`config.mk`:
```
export PLATFORM = sky130hd
export DESIGN_NAME = store_narrow
export DESIGN_NICKNAME = d
export VERILOG_FILES = /design/src/rtl/store_narrow.sv
export SDC_FILE = /design/constraint.sdc
export NUM_CORES = 1
export LEC_CHECK = 0
export ABC_AREA = 0
export CORE_UTILIZATION = 30
export CTS_BUF_LIST = sky130_fd_sc_hd__clkbuf_16
export CTS_CLUSTER_DIAMETER = 100
export DETAILED_ROUTE_END_ITERATION = 10
export MAX_ROUTING_LAYER = met4
export SLEW_MARGIN = 20
export SYNTH_ARGS = -nofsm -noshare
export SYNTH_HDL_FRONTEND = slang
export SYNTH_SLANG_ARGS = --single-unit
```
`constraint.sdc`:
```
create_clock -name clk -period 1.4 [get_ports clk]
set_input_delay 0.21 -clock clk [delete_from_list [all_inputs] [get_ports clk]]
set_output_delay 0.21 -clock clk [all_outputs]
set_load 0.05 [all_outputs]
```
`src/rtl/store_narrow.sv`:
```
// Store narrowing unit: byte/half/word stores into word-only data memory.
// Sub-word stores read the target word, merge the new lane(s) and write it
// back. Word stores are written directly. Misaligned or reserved-size
// requests complete with a fault and touch no memory.
module store_narrow #(
    parameter int ADDR_W     = 32,
    parameter bit BIG_ENDIAN = 1'b1
) (
    input  logic              clk,
    input  logic              rst,
    input  logic              req_valid,
    output logic              req_ready,
    input  logic [1:0]        req_size,
    input  logic [ADDR_W-1:0] req_addr,
    input  logic [31:0]       req_data,
    output logic [ADDR_W-1:0] mem_addr,
    output logic              mem_rd_en,
    input  logic [31:0]       mem_rd_data,
    input  logic              mem_rd_valid,
    output logic              mem_wr_en,
    output logic [31:0]       mem_wr_data,
    output logic              done,
    output logic              misaligned
);

    typedef enum logic [2:0] {
        S_IDLE, S_FAULT, S_READ, S_WAIT, S_WRITE, S_DONE
    } state_t;

    state_t      state;
    logic [1:0]  off_q;    // byte offset within the word
    logic        half_q;   // 1: half store, 0: byte store
    logic [15:0] data_q;   // only the low half of the register can reach memory

    logic        fault_in;
    logic [4:0]  sh;
    logic [31:0] mask;
    logic [31:0] ins;
    logic [31:0] merged;

    // Only IDLE accepts requests.
    assign req_ready = (state == S_IDLE);

    // Alignment check on the live request, used in the accept cycle.
    always_comb begin
        fault_in = 1'b0;
        case (req_size)
            2'b00:   fault_in = 1'b0;
            2'b01:   fault_in = req_addr[0];
            2'b10:   fault_in = |req_addr[1:0];
            default: fault_in = 1'b1;
        endcase
    end

    // Lane placement: shift amount of the stored lane(s) within the word.
    always_comb begin
        sh   = 5'd0;
        mask = 32'h0;
        ins  = 32'h0;
        if (half_q) begin
            sh   = BIG_ENDIAN ? {~off_q[1], 4'b0000} : {off_q[1], 4'b0000};
            mask = 32'h0000_FFFF << sh;
            ins  = {16'h0000, data_q} << sh;
        end else begin
            sh   = BIG_ENDIAN ? {~off_q, 3'b000} : {off_q, 3'b000};
            mask = 32'h0000_00FF << sh;
            ins  = {24'h000000, data_q[7:0]} << sh;
        end
        merged = (mem_rd_data & ~mask) | ins;
    end

    // Control FSM; every output is set on the edge entering its state.
    always_ff @(posedge clk) begin
        if (rst) begin
            state       <= S_IDLE;
            mem_rd_en   <= 1'b0;
            mem_wr_en   <= 1'b0;
            done        <= 1'b0;
            misaligned  <= 1'b0;
            mem_addr    <= '0;
            mem_wr_data <= 32'h0;
            off_q       <= 2'b00;
            half_q      <= 1'b0;
            data_q      <= 16'h0;
        end else begin
            mem_rd_en  <= 1'b0;
            mem_wr_en  <= 1'b0;
            done       <= 1'b0;
            misaligned <= 1'b0;
            case (state)
                S_IDLE: begin
                    if (req_valid) begin
                        off_q    <= req_addr[1:0];
                        half_q   <= req_size[0];
                        data_q   <= req_data[15:0];
                        mem_addr <= {req_addr[ADDR_W-1:2], 2'b00};
                        if (fault_in) begin
                            state      <= S_FAULT;
                            done       <= 1'b1;
                            misaligned <= 1'b1;
                        end else if (req_size == 2'b10) begin
                            state       <= S_WRITE;
                            mem_wr_en   <= 1'b1;
                            mem_wr_data <= req_data;
                        end else begin
                            state     <= S_READ;
                            mem_rd_en <= 1'b1;
                        end
                    end
                end
                S_FAULT: state <= S_IDLE;
                S_READ:  state <= S_WAIT;
                S_WAIT: begin
                    if (mem_rd_valid) begin
                        state       <= S_WRITE;
                        mem_wr_en   <= 1'b1;
                        mem_wr_data <= merged;
                    end
                end
                S_WRITE: begin
                    state <= S_DONE;
                    done  <= 1'b1;
                end
                S_DONE:  state <= S_IDLE;
                default: state <= S_IDLE;
            endcase
        end
    end

endmodule

```
; Yosys cells after proc, flatten, opt, wreduce, memory -nomap -nowiden
; Index checks and enable logic that the tools add are counted.
[classes]
n_shift = 4
bitwise = 7
mux = 22
n_reduce_logical = 9
n_eq_ne = 9
[op_table]
columns = op, count
row1 = $mux 32, 6
row2 = $pmux 32 s2, 1
row3 = $and 32x32->32, 1
row4 = $not 32->32, 1
row5 = $or 32x32->32, 1
row6 = $shl 16x5->32, 1
row7 = $shl 16x5->32 const A, 1
row8 = $shl 8x5->32, 1
row9 = $shl 8x5->32 const A, 1
row10 = $mux 3, 4
row11 = $pmux 3 s4, 1
row12 = $mux 1, 7
row13 = $eq 3x2->1 const B, 2
row14 = $ne 2x2->1 const B, 3
row15 = $reduce_and 5->1, 1
row16 = $pmux 1 s2, 2
row17 = $reduce_and 2->1, 2
row18 = $reduce_or 2->1, 2
row19 = $reduce_or 4->1, 1
row20 = $eq 3x3->1 const B, 1
row21 = $logic_not 3->1, 1
row22 = $not 1->1, 3
row23 = $pmux 1 s3, 1
row24 = $eq 2x1->1 const B, 1
row25 = other kinds (5), 5
[word_totals]
input_bits = 102
elab_cells = 61
ff_bits = 88
output_inout_bits = 69

; Logic depth before layout (Yosys ltp)
; Gate-level depths: netlist (run 1).
[logic_depth]
ltp_word = 8
mapped_depth = 7
ltp_nobuf = 4

; Worst setup path before layout (run 1)
; Ideal clock, no wire load.
[synth_timing]
kind = register -> output
startpoint = register state[1]
endpoint = output port req_ready
t_arrival_ns = 1.606
stages_incl_launch_ff = 3
t_required_ns = 1.190
slack_ns = -0.416
path_buffers = 1
cell_sequence = dfxtp_1 -> buf_2 -> nor3_1
[synth_via]
elab_chain_len = 1
[synth_rtl]
columns = element, line
row1 = start: declaration, 30  ; state_t state;
row2 = start signal: assignment, 75  ; state <= S_IDLE;
row3 = start signal: assignment, 98  ; state <= S_FAULT;
row4 = start signal: assignment, 102  ; state <= S_WRITE;
row5 = $logic_not 3->1, 42  ; assign req_ready = (state == S_IDLE);
row6 = end: declaration, 12  ; output logic req_ready,
; No other way between the ends.

; Worst setup path in the final report (run 1)
[layout_timing]
startpoint = register state[2]
endpoint = output port req_ready
; Same word-level chain as after synthesis.

==> flow_summary.yaml, run 1 <==
outcome:
  status: "complete, but fails checks"
  violations: "setup timing"
drt:
  wl_met3_microns: 922
  vias: 4427
  drt_pre_antenna_iters: 4
  drt-initial-drc-count: 253
  routed_wl_mm: 15.2
  wl_met1_mm: 6.72
  vias_per_cell: 5.12
  drc: 0
  antenna_left: 0
  highest_layer: "met4"
  routed-wl-met2_mm: 7.18
  wl_per_cell_microns: 17.6
cells_and_area:
  diodes: 0
  drive_gt1_share_pct: 39.2
  multiInputGateArea_sq_um: 2640
  seq_area_sq_um: 1780
  nFillCells: 1085
  synthToLayoutAreaGrowth_pct: 96.2
  final_util_pct: 60.6
  nets: 787
  finalNonFillerCells: 864
floorplanning:
  initial_core_util_pct: 30.9
  rows: 42
  core_area_sq_um: 13300
  die_h_microns: 119
  die_area_sq_um: 14200
  io_pins: 171
  die-width_microns: 119
clock_tree:
  ctsHtreeMaxLevel: 3
  clk_pin_slew_ns: 0.06
  clock_path_buffers: 2
  cts_sinks: 88
  cts_tree: "yes"
  clk_latency_ns: 0.35
  cts_hold_buf: 0
  root_buffer: "clkbuf_16"
  cts_inserted_buffers: 9
global_routing:
  grt_pass1_vias: 4371
  grt_pass1_wl_mm: 22.2
  grt_max_degree: 36
  grtUsageTotal_pct: 20.7
  antenna_found_initial: 0
  gr-total-overflow: 0
critical_path:
  worstPathMaxFanout: 6
  crit_path_end_kind: "primary output"
  r2r_setup_slack_ns: -0.09
  start_kind: "flop"
  worstPathArrival_ns: 1.28
  rr_worst_depth: 6
  required_ns: 1.19
  crit_type: "flop to primary output"
pwr:
  clock_power_share_pct: 26.6
  leakagePower_uw: 0.00308
  seqPwrFrac_pct: 36.7
  ir_worst_vdd_mv: 0.777
  combPwrFrac_pct: 36.7
  p_per_area_nw_per_um2: 981
  switchingPower_uw: 2570
  power.internal_uw: 5330
  power.share.switching_pct: 32.5
synth:
  syn-cell-area_sq_um: 4100
  synth_edf_count: 0
  synth_common_cells: "106 x nand2_1, 88 x dfxtp_1, 70 x a21oi_1"
  async_reset_ff_share_pct: 0
  synth_flop_cell: "dfxtp_1"
  avgSynthCellArea_sq_um: 8.39
  yosys_warnings: 0
  seq_area_frac_synth_pct: 42.9
  synthTopCellsByArea: "dfxtp_1 43%, nand2_1 9.7%, a21oi_1 8.5%"
  synth_cell_types: 42
  syn_inst: 489
  yosys_register_bits: 88
  yosysTopAreaCellShare_pct: 42.9
  synth_top_area_cell: "dfxtp_1"
  synth_most_common_cell: "nand2_1"
job:
  cap_viol_max_count: 0
timing:
  min_period_ns: 1.49
  finalSetupViolations: 55
  worstMarginPinSlew_ns: 0.481
  fmax_ghz: 0.672
  finalHoldViolCount: 0
  skew_ns: 0.00545
  final-max-slew-violation-count: 0
  whs_ns: 0.156
  maxSlewHeadroom_pct: 67.1
  postLayoutSetupSlackWorst_ns: -0.0889
  rsz0062_at_grt: "yes"
  fin_crit_sh_pct: 106
hold_path:
  hold_depth: 2
  min_path_type: "input pin to flop"
place:
  io_buffers: 168
  dpl.hpwl_mm: 10.3
  dp_cells: 829
  gp_congestion: 0.847
[what timing repair did]
item                       4_1_cts  5_1_grt
buffers inserted                 4       11
gates cloned                     1        9
setup endpoints to repair       86       86
resized for setup               43      130
pin swaps                       14       53
[critical path, cell delays in order (launching register included)]
cell and delay, ns:
dfxtp_4 0.36, buf_6 0.12, buf_4 0.15, nor3_4 0.14, buf_12 0.16
[power groups by stage]
stage | Clock (uW) | Combinational, uW | Sequential (uW)
finish | 2100 | 2900 | 2900
global route | 2260 | 3040 | 2920
CTS | 2170 | 2380 | 2890
detailed placement | 0 | 2290 | 2940
global placement | 0 | 2260 | 2930
floorplan | 0 | 832 | 3220
[sequential cells by signal, indices dropped and copies added, names as in the netlist]
signal,flops
mem_wr_data,32
mem_addr,30
data_q,16
state,3
off_q,2
done,1
half_q,1
mem_rd_en,1
mem_wr_en,1
misaligned,1
[metal layers]
metal  track usage, %  up-vias
li1                 -     2131
met1             24.7     2114
met2             32.2      153
met3             5.56       29
met4             9.73        0
met5                -        -
[worst paths after layout]
path | start | endpoint
max | state[2] | req_ready
min | rst | state[1]
max reg2reg | state[2] | mem_wr_data[29]
min reg2reg | data_q[15] | data_q[15]
[per-stage QoR]
step	power, uW	area, sq um	setup WS [ns]	setup TNS [ns]
global placement	5190	6920	-0.498	-36.65
finish	7890	8050	-0.0889	-2.17
global route	8220	8050	-0.169	-8.55
detailed placement	5230	6920	-0.536	-39.01
CTS	7430	7310	-0.103	-6.16
floorplan	4050	4210	-0.0629	-1.26
[logic make-up (layout without fill, tap and decap cells)]
kind of cell	count (synthesis)	after routing	share of synthesized area (%)
flops	88	88	42.9
mux	32	32	8.29
buf+inv	51	249	5.64
other cells	1	2	0.0914
compound gates	154	154	24.2
simple gates	163	163	18.8
[placed cells by master (no fill, tap or decap), types with 16 or more instances in the layout]
| cell type | netlist | layout |
|---|---|---|
| clkdlybuf4s50_1 | 0 | 96 |
| dfxtp_1 | 88 | 82 |
| buf_12 | 0 | 78 |
| nand2_1 | 106 | 75 |
| a21oi_2 | 0 | 37 |
| a21oi_1 | 70 | 33 |
| buf_4 | 4 | 32 |
| nand2_4 | 0 | 24 |
| mux2_2 | 16 | 16 |
[layout make-up]
class	instances	area share, %
Clock buffer	9	2.80
Clock inverter	5	0.249
Inverter	4	0.233
Multi-Input combinational cell	351	32.8
Sequential cell	88	22.2
Tap cell	176	2.74
Timing Repair Buffer	231	39.0
No activity file was read; power rests on OpenSTA's default activity.
==> run 2, diff against run 1 <==
CAP_MARGIN = 10   (was unset)
==> results of run 2 <==
Same layout as run 1: the final DEF is identical, and so are final timing and power.
==> run 3, diff against run 2 <==
CAP_MARGIN = unset   (was 10)
==> results of run 3 <==
Same layout as run 1: the final DEF is identical, and so are final timing and power.
